File: src/rtl/gold_interaction_ctrl.sv
// Per-frame gold bag interaction decisions (push, fall, eat, crush) from the pixel draw stream.
// Optional side-column push blocking is compiled in with `define GOLD_PUSH_BLOCK_EN.
module gold_interaction_ctrl #(
  parameter int CELL_SIZE     = 32,
  parameter int DIRT_THRESH   = 4,
  parameter int PUSH_FRAMES   = 2,
  parameter int SCREEN_BOTTOM = 448
) (
  input  logic               clk,
  input  logic               reset,
  input  logic               startOfFrame,
  input  logic signed [10:0] pixelX,
  input  logic signed [10:0] pixelY,
  input  logic               digger_draw_req,
  input  logic               gold_draw_req,
  input  logic               dirt_draw_req,
  input  logic signed [10:0] digger_topLeftX,
  input  logic signed [10:0] digger_topLeftY,
  input  logic signed [10:0] gold_topLeftX,
  input  logic signed [10:0] gold_topLeftY,
  input  logic        [3:0]  gold_state,
  output logic               collision,
  output logic               side,
  output logic               can_fall,
  output logic               been_eaten,
  output logic               digger_killed
);

  typedef enum logic [1:0] {
    WAIT_FRAME = 2'd0,
    SCAN       = 2'd1,
    EVAL       = 2'd2
  } state_t;

  localparam logic signed [11:0] CELL_S   = 12'(CELL_SIZE);
  localparam logic signed [11:0] HALF_S   = 12'(CELL_SIZE / 2);
  localparam logic signed [11:0] BOTTOM_S = 12'(SCREEN_BOTTOM);
  localparam logic        [5:0]  THRESH   = 6'(DIRT_THRESH);
  localparam logic        [5:0]  DIRT_SAT = 6'd32;
  localparam logic        [1:0]  PUSH_N   = 2'(PUSH_FRAMES);

  state_t      state_q, state_d;
  logic        ovl_q, ovl_d;
  logic [5:0]  dirt_cnt_q, dirt_cnt_d;
  logic [1:0]  push_cnt_q, push_cnt_d;
  logic        collision_q, collision_d;
  logic        side_q, side_d;
  logic        can_fall_q, can_fall_d;
  logic        been_eaten_q, been_eaten_d;
  logic        digger_killed_q, digger_killed_d;

  // All geometry is widened to 12 bits so edge positions cannot wrap into the probe row.
  logic signed [11:0] px_s, py_s, dig_x_s, dig_y_s, gold_x_s, gold_y_s;
  logic signed [11:0] probe_y_s, probe_x_hi_s, dy_s, dy_abs_s;

  assign px_s     = {pixelX[10], pixelX};
  assign py_s     = {pixelY[10], pixelY};
  assign dig_x_s  = {digger_topLeftX[10], digger_topLeftX};
  assign dig_y_s  = {digger_topLeftY[10], digger_topLeftY};
  assign gold_x_s = {gold_topLeftX[10], gold_topLeftX};
  assign gold_y_s = {gold_topLeftY[10], gold_topLeftY};

  assign probe_y_s    = gold_y_s + CELL_S;
  assign probe_x_hi_s = gold_x_s + CELL_S - 12'sd1;
  assign dy_s         = dig_y_s - gold_y_s;
  assign dy_abs_s     = (dy_s < 12'sd0) ? -dy_s : dy_s;

  logic digger_right, in_probe, bottom_ok;
  logic gs_rest, gs_fall, gs_crash;

  assign digger_right = dig_x_s > gold_x_s;
  assign in_probe     = (py_s == probe_y_s) && (px_s >= gold_x_s) && (px_s <= probe_x_hi_s);
  assign bottom_ok    = probe_y_s < BOTTOM_S;
  assign gs_rest      = gold_state == 4'd0;
  assign gs_fall      = gold_state == 4'd1;
  assign gs_crash     = gold_state == 4'd2;

  logic       approach, push_block, push_fire, eaten_nxt;
  logic [1:0] push_inc;

`ifdef GOLD_PUSH_BLOCK_EN
  logic [5:0]         side_dirt_cnt_q, side_dirt_cnt_d;
  logic signed [11:0] side_col_x_s;
  logic               in_side;

  // The probed column follows whichever side the digger is on right now.
  assign side_col_x_s = digger_right ? (gold_x_s - 12'sd1) : (gold_x_s + CELL_S);
  assign in_side      = (px_s == side_col_x_s) && (py_s >= gold_y_s) && (py_s <= probe_y_s - 12'sd1);
  assign push_block   = side_dirt_cnt_q > THRESH;
`else
  assign push_block   = 1'b0;
`endif

  assign approach  = ovl_q && gs_rest && (dy_abs_s < HALF_S);
  assign push_inc  = (push_cnt_q == 2'd3) ? 2'd3 : push_cnt_q + 2'd1;
  assign push_fire = approach && (push_inc >= PUSH_N) && !push_block;
  assign eaten_nxt = been_eaten_q | (ovl_q & gs_crash);

  always_comb begin
    state_d         = state_q;
    ovl_d           = ovl_q;
    dirt_cnt_d      = dirt_cnt_q;
    push_cnt_d      = push_cnt_q;
    collision_d     = collision_q;
    side_d          = side_q;
    can_fall_d      = can_fall_q;
    been_eaten_d    = been_eaten_q;
    digger_killed_d = digger_killed_q;
`ifdef GOLD_PUSH_BLOCK_EN
    side_dirt_cnt_d = side_dirt_cnt_q;
`endif
    case (state_q)
      WAIT_FRAME: begin
        if (startOfFrame) state_d = SCAN;
      end
      SCAN: begin
        // A pixel on the closing startOfFrame cycle still belongs to this frame.
        if (digger_draw_req && gold_draw_req) ovl_d = 1'b1;
        if (dirt_draw_req && in_probe && (dirt_cnt_q < DIRT_SAT)) dirt_cnt_d = dirt_cnt_q + 6'd1;
`ifdef GOLD_PUSH_BLOCK_EN
        if (dirt_draw_req && in_side && (side_dirt_cnt_q < DIRT_SAT))
          side_dirt_cnt_d = side_dirt_cnt_q + 6'd1;
`endif
        if (startOfFrame) state_d = EVAL;
      end
      EVAL: begin
        push_cnt_d      = (approach && !push_fire && !push_block) ? push_inc : 2'd0;
        collision_d     = push_fire && !eaten_nxt;
        side_d          = digger_right;
        can_fall_d      = gs_rest && (dirt_cnt_q <= THRESH) && bottom_ok && !push_fire && !eaten_nxt;
        been_eaten_d    = eaten_nxt;
        digger_killed_d = ovl_q && gs_fall && !eaten_nxt;
        ovl_d           = 1'b0;
        dirt_cnt_d      = 6'd0;
`ifdef GOLD_PUSH_BLOCK_EN
        side_dirt_cnt_d = 6'd0;
`endif
        state_d         = SCAN;
      end
      default: state_d = WAIT_FRAME;
    endcase
  end

  always_ff @(posedge clk or posedge reset) begin
    if (reset) begin
      state_q         <= WAIT_FRAME;
      ovl_q           <= 1'b0;
      dirt_cnt_q      <= 6'd0;
      push_cnt_q      <= 2'd0;
      collision_q     <= 1'b0;
      side_q          <= 1'b0;
      can_fall_q      <= 1'b0;
      been_eaten_q    <= 1'b0;
      digger_killed_q <= 1'b0;
`ifdef GOLD_PUSH_BLOCK_EN
      side_dirt_cnt_q <= 6'd0;
`endif
    end else begin
      state_q         <= state_d;
      ovl_q           <= ovl_d;
      dirt_cnt_q      <= dirt_cnt_d;
      push_cnt_q      <= push_cnt_d;
      collision_q     <= collision_d;
      side_q          <= side_d;
      can_fall_q      <= can_fall_d;
      been_eaten_q    <= been_eaten_d;
      digger_killed_q <= digger_killed_d;
`ifdef GOLD_PUSH_BLOCK_EN
      side_dirt_cnt_q <= side_dirt_cnt_d;
`endif
    end
  end

  assign collision     = collision_q;
  assign side          = side_q;
  assign can_fall      = can_fall_q;
  assign been_eaten    = been_eaten_q;
  assign digger_killed = digger_killed_q;

endmodule

File: config.mk
export PLATFORM = sky130hd
export DESIGN_NAME = gold_interaction_ctrl
export DESIGN_NICKNAME = d
export VERILOG_FILES = /design/src/rtl/gold_interaction_ctrl.sv
export SDC_FILE = /design/constraint.sdc
export NUM_CORES = 1
export LEC_CHECK = 0
export CORE_MARGIN = 2
export CORE_UTILIZATION = 45
export DETAILED_ROUTE_END_ITERATION = 7
export DONT_BUFFER_PORTS = 1
export GPL_TIMING_DRIVEN = 0
export MAX_ROUTING_LAYER = met4
export PLACE_DENSITY = 0.6
export SYNTH_ARGS = -nofsm -noshare
export SYNTH_HDL_FRONTEND = slang
export SYNTH_SLANG_ARGS = --single-unit
File: constraint.sdc
create_clock -name clk -period 5.8 [get_ports clk]
set_input_delay 0.87 -clock clk [delete_from_list [all_inputs] [get_ports clk]]
set_output_delay 0.87 -clock clk [all_outputs]
set_load 0.1 [all_outputs]
After elaboration in Yosys (flattened, before gate mapping) --
Index checks and enable logic that the tools add are counted.
Cells by class: bitwise logic cells 2, muxes and demuxes 10, equal/unequal tests 10, div/mod/pow operators 0, $lt $le $gt $ge 9, reduce and logical (&&, ||, !) cells 24, $add $sub $neg 7, shift operators 0, multiply operators 0
Operators by type and width (count):
- $add A11 B7 Y12 const B | 2
- $logic_and A1 B1 Y1 | 16
- $eq A11 B12 Y1 | 1
- $le A11 B12 Y1 | 1
- $lt A12 B1 Y1 const B | 1
- $lt A12 B10 Y1 const B | 1
- $lt A12 B6 Y1 const B | 1
- $mux W12 | 1
- $neg A12 Y12 | 1
- $pmux W6 S2 | 1
- $sub A11 B11 Y12 | 1
- $sub A12 B2 Y12 const B | 1
- $ge A11 B11 Y1 | 1
- $gt A11 B11 Y1 | 1
- $mux W2 | 4
- $ne A2 B2 Y1 const B | 4
- $add A6 B1 Y6 const B | 1
- $le A6 B3 Y1 const B | 1
- $lt A6 B6 Y1 const B | 1
- $mux W6 | 1
- $pmux W2 S3 | 1
- $reduce_and A2 Y1 | 3
- $eq A2 B2 Y1 const B | 2
- $eq A4 B1 Y1 const B | 1
- 12 further kinds | 13
Storage, ports and cells: bits in registers 16, output and inout bits 5, memory bits (writable) 0, input port bits 76, memories 0, logic and storage cells 71, ROM bits 0, bits in latches 0

Logic depth before layout (Yosys ltp) --
Gate-level depths: netlist of the first run.
depth in word-level cells 9, mapped depth 13, mapped depth without buffers 13

Worst setup path after synthesis of the first run --
No wires, ideal clock.
path kind input -> register, start in digger_topLeftY[0], end reg push_cnt_q[0], arrival time 3.349 ns, stages on the path 12, setup slack 2.347 ns, path buffers 0, library setup time 0.104 ns, data required time 5.696 ns, cells stage by stage inv_1 > ha_1 > fa_1 > nand2b_1 > a21oi_2 > nor3_1 > or3_4 > a211o_1 > a2111oi_2 > o2111ai_1 > and2_4 > o41ai_4
On the way: cells in the longest elaborated chain, start to end 9, elaborated cells between the ends (all ways) 10, classes of those cells add/sub (2); order compare (2); mux (2); reduce/logical (4)
RTL lines:
- start, declared | RTL line 18 | input logic signed [10:0] digger_topLeftY,
- $sub A11 B11 Y12 * | RTL line 65 | assign dy_s = dig_y_s - gold_y_s;
- $neg A12 Y12 / $lt A12 B1 Y1 (equally long branches) | RTL line 66 | assign dy_abs_s = (dy_s < 12'sd0) ? -dy_s : dy_s;
- $mux W12 * | RTL line 66
- $lt A12 B6 Y1 * | RTL line 94 | assign approach = ovl_q && gs_rest && (dy_abs_s < HALF_S);
- $logic_and A1 B1 Y1 * | RTL line 94
- $logic_and A1 B1 Y1 | RTL line 96 | assign push_fire = approach && (push_inc >= PUSH_N) && !push_block;
- $logic_not A1 Y1 | RTL line 127 | push_cnt_d = (approach && !push_fire && !push_block) ? push_inc : 2'd0;
- $logic_and A1 B1 Y1 * | RTL line 127
- $mux W2 * | RTL line 127
- end signal, assigned | RTL line 162 | push_cnt_q <= push_cnt_d;
- end, declared | RTL line 45 | logic [1:0] push_cnt_q, push_cnt_d;
Mark *: on every way between the ends. The rest lies on a longest branch, timed or not. A chain may end at the register's enable or synchronous reset.

Final worst setup path of the first run --
start in gold_topLeftY[9], end reg push_cnt_q[0]
On the way: cells in the longest elaborated chain, start to end 9, elaborated cells between the ends (all ways) 10, classes of those cells add/sub (2); order compare (2); mux (2); reduce/logical (4)
RTL lines:
- start, declared | RTL line 20 | input logic signed [10:0] gold_topLeftY,
- $sub A11 B11 Y12 * | RTL line 65
- $neg A12 Y12 / $lt A12 B1 Y1 (equally long branches) | RTL line 66
- $mux W12 * | RTL line 66
- $lt A12 B6 Y1 * | RTL line 94
- $logic_and A1 B1 Y1 * | RTL line 94
- $logic_and A1 B1 Y1 | RTL line 96
- $logic_not A1 Y1 | RTL line 127
- $logic_and A1 B1 Y1 * | RTL line 127
- $mux W2 * | RTL line 127
Marked as above.

==> impl_metrics.py, run 1 <==
metrics = {
    "status": {
        "status": "completed",
    },
    "floorplanning": {
        "floorplan.initialDensity": 0.4612,
        "row_count": 29,
        "fp.dieW_um": 84.44,
        "dieArea_um2": 7129,
        "pin_count": 81,
        "fp.dieH_um": 84.44,
        "core_um2": 6314,
    },
    "synthesis": {
        "syn_area_um2": 2912,
        "synth_nets": 508,
        "syn-instance-count": 382,
        "synth_area_per_cell_um2": 7.622,
        "ys_seq_elements": 16,
        "synth.distinct_cells": 54,
        "synth_area_leaders": "ha_1 21%, dfrtp_1 14%, xnor2_1 5.4%",
        "synth_edf_count": 0,
        "synthArstFlopShare": 1.000,
        "synth_top_cell_area_share": 0.2106,
        "yosysTopAreaCell": "ha_1",
        "synth_ff_type": "dfrtp_1",
        "yosys_warnings": 0,
        "seq_area_frac_synth": 0.1375,
    },
    "timing": {
        "max-slew-margin-rel": 0.3765,
        "period_minus_slack_ns": 3.503,
        "max_freq_mhz": 285.5,
        "setup-violations-final": 0,
        "worst_slew_pin_slew_ns": 0.9352,
        "hold_viol_final": 0,
        "rsz0062_at_grt": "false",
        "fin_skew_ns": 0.0006440,
        "maxSlewViolCount": 0,
        "finalCritPeriodShare": 0.6040,
        "fin_tns_setup_ns": 0,
    },
    "power_and_ir_drop": {
        "clkPwrFrac": 0.180,
        "vdd_drop_max_uv": 144.7,
        "pwr-share-seq": 0.360,
        "comb_power_share": 0.460,
        "power_density_nw_per_um2": 180.4,
        "intPower_uw": 300.3,
        "power_switching_uw": 252.4,
        "switching_share": 0.4567,
        "p_leak_nw": 1.371,
    },
    "place": {
        "numPortBuffers": 0,
        "placed_cells": 459,
        "hpwlAfterDp_mm": 6.294,
        "place_congestion": 0.8740,
    },
    "routing": {
        "drt_wl_total_mm": 7.316,
        "ant_nets": 0,
        "wl_met2_mm": 3.486,
        "wl_met3_um": 436,
        "wl_per_cell_um": 15.80,
        "drc": 0,
        "wl_met1_mm": 3.176,
        "top_layer_used": "met4",
        "dr.pass1.iters": 4,
        "drt-initial-drc-count": 87,
        "vias_per_cell": 6.017,
        "vias": 2786,
    },
    "clock_tree": {
        "cts-root-buf": "clkbuf_8",
        "numCtsBuffers": 3,
        "clock_path_buffers": 2,
        "insertion_delay_ns": 0.25,
        "cts_setup_buffers": 0,
        "cts_max_level": 1,
        "holdBufCountCts": 0,
        "post_cts_resized": 0,
        "cts_tree": "built",
        "clock-sinks": 16,
        "path_clk_slew_ns": 0.06,
    },
    "critical_path": {
        "critical_path.startpoint_type": "input pin",
        "worst_path_max_delay_cell": "ha_1",
        "critical-path-max-stage-delay_ns": 0.38,
        "path_class": "in2reg",
        "required_ns": 5.95,
        "crit_arrival_ns": 3.65,
        "critical_path.most_common_cell": "a211oi_1",
        "cp-end-kind": "flop",
        "crit_path_cell_trace": "clkbuf_1 -> inv_1 -> ha_1 -> nor2_1 -> a211oi_1 -> a211oi_1 -> nand4_1 -> a211o_1 -> a2111oi_2 -> o2111ai_1 -> and2_4 -> o41ai_4",
        "path_max_fanout": 7,
    },
    "global_route": {
        "grt_pass1_wl_mm": 12.14,
        "grt_usage": 0.2101,
        "grt_max_degree": 17,
        "grt_overflow": 0,
        "antenna_found_initial": 0,
        "grt_pass1_vias": 2690,
    },
    "layout": {
        "multiInputGateArea_um2": 2344,
        "final_cell_mix": "49 x ha_1, 36 x inv_1, 34 x nor2_1",
        "layout.nets": 513,
        "area_growth_pct": 5.200,
        "stdcell_count": 463,
        "final_core_util": 0.4851,
        "final_common_cell": "ha_1",
        "ff_latch_area_um2": 400.4,
        "drive_gt1_frac": 0.03627,
        "antenna_cells": 0,
        "fillers": 671,
    },
    "hold_path": {
        "hp-class": "reg2reg",
    },
    "job": {
        "cap_viol_max_count": 0,
    },
}
[synthesized netlist by cell type (4+ instances only)]
library cell and n:
xor2_1 10, o21ai_0 14, ha_1 49, nor2_1 34
a21o_1 4, a211oi_1 10, nand2_1 25, o21a_1 7
and3_1 4, a21oi_1 21, dfrtp_1 16, o211ai_1 6
inv_1 36, nor4_1 5, or3_1 5, nor3_1 16
nand4_1 14, xnor2_1 18, clkbuf_1 4, nand2b_1 10
nand3_1 14, nor2b_1 8, mux2i_1 4, a211o_1 4
[metrics by stage]
| step | cell area, um^2 | hold slack, ns | power [mW] | worst slack (ns) |
|---|---|---|---|---|
| floorplan | 2912 | 0.4728 | 0.4032 | 2.347 |
| global placement | 3008 | 0.4950 | 0.4495 | 2.069 |
| detailed placement | 3008 | 0.5017 | 0.4560 | 2.049 |
| CTS | 3063 | 0.5113 | 0.5569 | 2.321 |
| global route | 3063 | 0.5341 | 0.6018 | 2.071 |
| finish | 3063 | 0.5126 | 0.5526 | 2.297 |
[worst max-delay path: cells and delay by family]
| family | cells | cell delay, ns |
|---|---|---|
| simple gates | 3 | 0.53 |
| compound gates | 6 | 1.43 |
| buf+inv | 2 | 0.44 |
| fa+ha+maj | 1 | 0.38 |
[worst paths after layout]
check	from	end	slack, ns	cells past startpoint
min reg2reg	state_q[0]	state_q[0]	0.51	1
max	gold_topLeftY[9]	push_cnt_q[0]	2.30	12
min	state_q[0]	state_q[0]	0.51	1
max in group asynchronous	reset	dirt_cnt_q[0]	4.81	1
max reg2reg	state_q[0]	dirt_cnt_q[2]	3.65	8
min in group asynchronous	reset	ovl_q	0.58	1
[registers in the layout, indices dropped and copies added, names as in the netlist]
signal and flops:
dirt_cnt_q 6, collision 1, can_fall 1, state_q 2, push_cnt_q 2, side 1
digger_killed 1, ovl_q 1, been_eaten 1
[cell families after synthesis]
group / Yosys count / synth area share
xor gates and xnor gates: 28 / 0.08423
adders and majority gates: 50 / 0.2174
muxes: 4 / 0.01375
buffers and inverters: 43 / 0.05758
DFF: 16 / 0.1375
AOI/OAI and AO/OA: 91 / 0.2217
and+or+nand+nor: 150 / 0.2677
[power groups by stage]
stage / clock network, mW / registers (mW) / logic [mW]
after floorplan: 0 / 0.198 / 0.206
after global placement: 0 / 0.201 / 0.249
after detailed placement: 0 / 0.201 / 0.255
after CTS: 0.102 / 0.199 / 0.256
after global routing: 0.108 / 0.202 / 0.292
final: 0.0994 / 0.199 / 0.254
[cell type report]
type	count	share of cell area
Multi-Input combinational cell	323	0.7651
Tap cell	77	0.03145
Inverter	36	0.04412
Clock buffer	4	0.01797
Sequential cell	16	0.1307
Buffer	7	0.01062
[layer usage]
layer,up-vias,global-route usage
li1,1410,-
met1,1277,0.2596
met2,81,0.3506
met3,18,0.03933
met4,0,0.06061
met5,-,-
Power figures use the tool's default switching activity.
==> run 2, diff against run 1 <==
--- a/config.mk
+++ b/config.mk
@@ -11,7 +11,7 @@
 export DONT_BUFFER_PORTS = 1
 export GPL_TIMING_DRIVEN = 0
 export MAX_ROUTING_LAYER = met4
-export PLACE_DENSITY = 0.6
+export PLACE_DENSITY = 0.62
 export SYNTH_ARGS = -nofsm -noshare
 export SYNTH_HDL_FRONTEND = slang
 export SYNTH_SLANG_ARGS = --single-unit
==> constraint.sdc (replaced) <==
create_clock -name clk -period 2.9 [get_ports clk]
set_input_delay 0.435 -clock clk [delete_from_list [all_inputs] [get_ports clk]]
set_output_delay 0.435 -clock clk [all_outputs]
set_load 0.1 [all_outputs]
==> run 2 against run 1 <==
  * Sequential share of layout area decreased by 0.55 points
  * Register-to-register slack got worse by 2.9 ns
  * Routed wire length decreased by 2.5%
  * Clock power increased by 98%
  * Critical endpoint unchanged
  * Largest cell class unchanged
  * Largest power group unchanged
==> impl_metrics.py, run 2 (same netlist as run 1, synthesis figures left out) <==
metrics = {
    "power_and_ir_drop": {
        "p_leak_nw": 1.400,
        "power_density_nw_per_um2": 355.6,
        "vdd_drop_max_uv": 329.2,
        "power.total_mw": 1.137,
    },
    "clock_tree": {
        "numCtsBuffers": 3,
        "clock-sinks": 16,
        "insertion_delay_ns": 0.25,
        "cts_tree": "built",
        "path_clk_slew_ns": 0.07,
        "cts_max_level": 1,
        "holdBufCountCts": 0,
        "cts-root-buf": "clkbuf_8",
        "clock_path_buffers": 2,
    },
    "floorplanning": {
        "fp.dieW_um": 84.44,
        "floorplan.initialDensity": 0.4612,
        "dieArea_um2": 7129,
        "row_count": 29,
        "pin_count": 81,
        "core_um2": 6314,
        "fp.dieH_um": 84.44,
    },
    "layout": {
        "ff_latch_area_um2": 400.4,
        "stdcell_count": 465,
        "area_growth_pct": 9.798,
        "drive_gt1_frac": 0.09278,
        "largest_reg_flops": 6,
        "largestRegisters": "dirt_cnt_q x6, push_cnt_q x2, state_q x2",
        "final_core_util": 0.5063,
        "antenna_cells": 0,
        "fillers": 631,
        "layout.nets": 515,
        "multiInputGateArea_um2": 2455,
        "top_register": "dirt_cnt_q",
        "final_cell_mix": "47 x ha_1, 34 x inv_1, 32 x nor2_1",
        "final_common_cell": "ha_1",
    },
    "critical_path": {
        "required_ns": 3.05,
        "path_class": "in2reg",
        "crit_path_cell_trace": "clkbuf_2 -> inv_1 -> ha_4 -> nand4_1 -> nor2_2 -> a211o_1 -> o211ai_1 -> a211o_1 -> a2111oi_4 -> o2111ai_2 -> and2_4 -> o41ai_4",
        "cp-end-kind": "flop",
        "reg2reg_to": "dirt_cnt_q[2]",
        "crit_start": "gold_topLeftY[9]",
        "critical_path.startpoint_type": "input pin",
        "timing.rr.start": "dirt_cnt_q[5]",
        "reg2regPathDepth": 7,
        "crit_arrival_ns": 2.94,
        "critical_path.most_common_cell": "a211o_1",
        "path_max_fanout": 7,
        "worst_path_max_delay_cell": "a211o_1",
        "critical-path-max-stage-delay_ns": 0.35,
        "rrSetupSlack_ns": 0.72,
        "critPathCapture": "push_cnt_q[0]",
    },
    "timing": {
        "max-slew-margin-rel": 0.3751,
        "fin_skew_ns": 0.004500,
        "finalCritPeriodShare": 0.9631,
        "hold_viol_final": 0,
        "period_minus_slack_ns": 2.793,
        "max_freq_mhz": 358.0,
        "rsz0062_at_grt": "true",
        "worst_slew_pin_slew_ns": 0.9374,
        "maxSlewViolCount": 0,
        "setup-violations-final": 0,
    },
    "global_route": {
        "grt_usage": 0.2016,
        "grt_pass1_wl_mm": 11.74,
        "grt_overflow": 0,
        "antenna_found_initial": 0,
        "grt_pass1_vias": 2683,
        "grt_max_degree": 17,
    },
    "place": {
        "hpwlAfterDp_mm": 6.117,
        "place_congestion": 0.9147,
        "numPortBuffers": 0,
        "placed_cells": 459,
    },
    "routing": {
        "ant_nets": 0,
        "dr.pass1.iters": 4,
        "vias": 2728,
        "drt_wl_total_mm": 7.134,
        "wl_per_cell_um": 15.34,
        "drt-initial-drc-count": 52,
        "drc": 0,
        "vias_per_cell": 5.867,
    },
    "hold_path": {
        "hp-class": "in2async",
    },
    "status": {
        "status": "completed",
    },
    "job": {
        "cap_viol_max_count": 0,
    },
}
run 2: report_power, final:
group / total [mW] / switching, mW / internal [mW]
Sequential: 0.398 / 0.139 / 0.259
Clock: 0.197 / 0.0768 / 0.120
Combinational: 0.541 / 0.302 / 0.239
run 2: worst min path at each step:
stage / slack (ns) / startpoint / to / cells past startpoint
4_1_cts: 0.16 / reset / been_eaten / 1
2_1_floorplan: 0.35 / reset / been_eaten / 1
3_5_place_dp: 0.43 / reset / ovl_q / 1
5_1_grt: 0.19 / reset / ovl_q / 1
6_report: 0.14 / reset / been_eaten / 1
3_3_place_gp: 0.43 / reset / ovl_q / 1
run 2: critical path, delay by kind of cell:
kind	cells	cell delay (ns)
fa+ha+maj	1	0.32
compound gates	6	1.32
buf+inv	2	0.33
simple gates	3	0.54
run 2: per-layer routing:
layer,part of all wire,track usage,vias to the layer above
met5,0,-,-
met4,0.0052,0.02020,0
met3,0.060,0.04425,4
met2,0.49,0.3564,61
met1,0.45,0.2446,1250
li1,-,-,1413
run 2: cell type report:
class | instances | area share
Tap cell | 77 | 0.03014
Multi-Input combinational cell | 323 | 0.7679
Buffer | 7 | 0.01252
Clock buffer | 4 | 0.01722
Sequential cell | 16 | 0.1252
Timing Repair Buffer | 2 | 0.004697
Inverter | 36 | 0.04227
run 2: repair_timing:
item	in CTS	in global routing
resized for setup	2	23
pin swaps	0	8
setup endpoints to repair	2	5
setup buffers	0	2
run 2: stage by stage:
step / setup WS (ns) / hold slack (ns) / setup TNS [ns] / cell area (um^2)
2_1_floorplan: 0.003928 / 0.3487 / 0 / 2932
3_3_place_gp: -0.3717 / 0.4319 / -1.162 / 3028
3_5_place_dp: -0.3573 / 0.4322 / -1.191 / 3028
4_1_cts: 0.02659 / 0.1602 / 0 / 3085
5_1_grt: -0.04183 / 0.1881 / -0.05915 / 3197
6_report: 0.1069 / 0.1423 / 0 / 3197
==> run 3, diff against run 2 <==
--- a/config.mk
+++ b/config.mk
@@ -5,13 +5,13 @@
 export SDC_FILE = /design/constraint.sdc
 export NUM_CORES = 1
 export LEC_CHECK = 0
+export BUFFER_PORTS_ARGS = -buffer_cell sky130_fd_sc_hd__buf_2
 export CORE_MARGIN = 2
 export CORE_UTILIZATION = 45
 export DETAILED_ROUTE_END_ITERATION = 7
-export DONT_BUFFER_PORTS = 1
 export GPL_TIMING_DRIVEN = 0
 export MAX_ROUTING_LAYER = met4
-export PLACE_DENSITY = 0.62
+export PLACE_DENSITY = 0.73
 export SYNTH_ARGS = -nofsm -noshare
 export SYNTH_HDL_FRONTEND = slang
 export SYNTH_SLANG_ARGS = --single-unit
==> run 3 against run 2 <==
  * Critical path depth unchanged
  * Core utilization rose by 8.3 points
  * Cell area grew 16%
  * Critical path type unchanged
  * Final cell count up 18%
  * Combinational power up 44%
  * Clock skew decreased by 0.0026 ns
  * Setup slack got worse by 0.083 ns
  * Largest power group unchanged
  * Sequential power is 27% lower
  * Clock power hardly changed
==> impl_metrics.py, run 3 (same netlist as run 1, synthesis figures left out) <==
metrics = {
    "routing": {
        "dr.pass1.iters": 4,
        "drt_wl_total_mm": 8.001,
        "drc": 0,
        "vias_per_cell": 5.697,
        "ant_nets": 0,
        "wl_per_cell_um": 14.63,
        "vias": 3116,
        "drt-initial-drc-count": 81,
    },
    "critical_path": {
        "critical-path-max-stage-delay_ns": 0.40,
        "crit_arrival_ns": 3.03,
        "critical_path.startpoint_type": "input pin",
        "cp-end-kind": "flop",
        "path_class": "in2reg",
        "path_max_fanout": 4,
        "worst_path_max_delay_cell": "or3_4",
        "crit_path_cell_trace": "buf_6 -> ha_4 -> fa_2 -> nand2b_4 -> a21oi_4 -> nor3_2 -> or3_4 -> a211o_1 -> a2111oi_4 -> o2111ai_2 -> and2_4 -> o41ai_4",
        "required_ns": 3.05,
        "rrSetupSlack_ns": 0.83,
        "reg2regPathDepth": 8,
        "timing.rr.start": "state_q[0]",
        "reg2reg_to": "dirt_cnt_q[2]",
    },
    "global_route": {
        "antenna_found_initial": 0,
        "grt_pass1_wl_mm": 12.96,
        "grt_pass1_vias": 3061,
        "grt_usage": 0.2221,
        "grt_overflow": 0,
        "grt_max_degree": 17,
    },
    "layout": {
        "top_register": "dirt_cnt_q",
        "final_common_cell": "buf_2",
        "layout.nets": 597,
        "largestRegisters": "dirt_cnt_q x6, push_cnt_q x2, state_q x2",
        "fillers": 598,
        "drive_gt1_frac": 0.2830,
        "area_growth_pct": 27.72,
        "final_core_util": 0.5890,
        "final_cell_mix": "75 x buf_2, 45 x ha_1, 33 x inv_1",
        "largest_reg_flops": 6,
        "antenna_cells": 0,
    },
    "place": {
        "numPortBuffers": 78,
        "place_congestion": 0.8961,
        "place_ws_ns": -0.3692,
        "hpwlAfterDp_mm": 6.506,
    },
    "timing": {
        "max-slew-margin-rel": 0.5988,
        "finalCritPeriodShare": 0.9917,
        "period_minus_slack_ns": 2.876,
        "fin_skew_ns": 0.001933,
        "hold_viol_final": 0,
        "rsz0062_at_grt": "true",
        "setup-violations-final": 0,
        "maxSlewViolCount": 0,
        "fin_tns_setup_ns": 0,
        "worst_slew_pin_slew_ns": 0.6011,
        "max_freq_mhz": 347.7,
        "worst_slack_ns": 0.02395,
    },
    "clock_tree": {
        "numCtsBuffers": 3,
        "cts_tree": "built",
        "cts_max_level": 1,
        "clock_path_buffers": 2,
        "path_clk_slew_ns": 0.06,
        "insertion_delay_ns": 0.25,
        "clock-sinks": 16,
        "holdBufCountCts": 0,
        "cts-root-buf": "clkbuf_8",
    },
    "floorplanning": {
        "fp.dieW_um": 84.44,
        "pin_count": 81,
        "row_count": 29,
        "floorplan.initialDensity": 0.4612,
        "core_um2": 6314,
        "fp.dieH_um": 84.44,
        "dieArea_um2": 7129,
    },
    "power_and_ir_drop": {
        "vdd_drop_max_uv": 355.4,
        "power.total_mw": 1.268,
        "power_density_nw_per_um2": 341.1,
        "p_leak_nw": 1.743,
    },
    "job": {
        "cap_viol_max_count": 0,
    },
    "status": {
        "status": "completed",
    },
    "hold_path": {
        "hp-class": "in2async",
    },
}
## run 3: changes by cell type in the layout (fill, tap and decap cells not counted), moves of 3 or more
| cell | before | now |
|---|---|---|
| buf_6 | 0 | 3 |
| buf_4 | 4 | 8 |
| o21ai_2 | 0 | 3 |
| buf_2 | 1 | 75 |
## run 3: metrics by stage
step / instance area (um^2) / hold slack, ns / cells
6_report: 3719 / 0.2411 / 547
3_5_place_dp: 3418 / 0.4798 / 537
4_1_cts: 3515 / 0.2703 / 541
2_1_floorplan: 2932 / 0.3487 / 382
3_3_place_gp: 3418 / 0.4685 / 537
5_1_grt: 3719 / 0.3039 / 547
## run 3: how the worst max path moves through the flow
stage / slack (ns) / end / from / depth (start not counted)
final: 0.02 / push_cnt_q[0] / gold_topLeftY[0] / 12
after global routing: -0.10 / dirt_cnt_q[2] / gold_topLeftX[0] / 12
after CTS: -0.01 / push_cnt_q[0] / digger_topLeftY[0] / 13
after detailed placement: -0.37 / dirt_cnt_q[2] / gold_topLeftX[0] / 13
after global placement: -0.32 / dirt_cnt_q[2] / gold_topLeftX[0] / 13
after floorplan: 0.004 / push_cnt_q[0] / gold_topLeftY[7] / 13
## run 3: timing repair
| action | CTS | global route |
|---|---|---|
| resized for setup | 9 | 43 |
| endpoints found under the setup margin | 3 | 9 |
| setup buffers | 0 | 6 |
| pin swaps | 2 | 17 |
## run 3: layout make-up
type,instances,area [um^2],share of cell area
buffer,7,46.29,0.01245
clock buffer,4,55.05,0.01480
inverter,36,137.6,0.03701
multi-input combinational,323,2532,0.6810
sequential,16,400.4,0.1077
tap,77,96.34,0.02591
timing repair buffer,84,450.4,0.1211
## run 3: critical path: cells and delay by family
| family | cells | cell delay, ns |
|---|---|---|
| adders and majority gates | 2 | 0.52 |
| and+or+nand+nor | 4 | 0.80 |
| buffers and inverters | 1 | 0.10 |
| AOI/OAI and AO/OA | 5 | 1.18 |
## run 3: report_power, final
part / leakage [nW] / switching (mW) / total (mW) / internal, mW
sequential: 0.216 / 0.0302 / 0.292 / 0.262
combinational: 1.50 / 0.474 / 0.778 / 0.303
clock: 0.0288 / 0.0783 / 0.199 / 0.120
## run 3: routing by layer
layer | part of all wire | vias to the layer above | wire length [um] | global-route usage
met2 | 0.49 | 79 | 3946 | 0.4019
met3 | 0.044 | 14 | 356 | 0.01967
met4 | 0.021 | 0 | 166 | 0.06061
met1 | 0.44 | 1446 | 3531 | 0.2634
met5 | 0 | - | 0 | -
li1 | - | 1577 | - | -
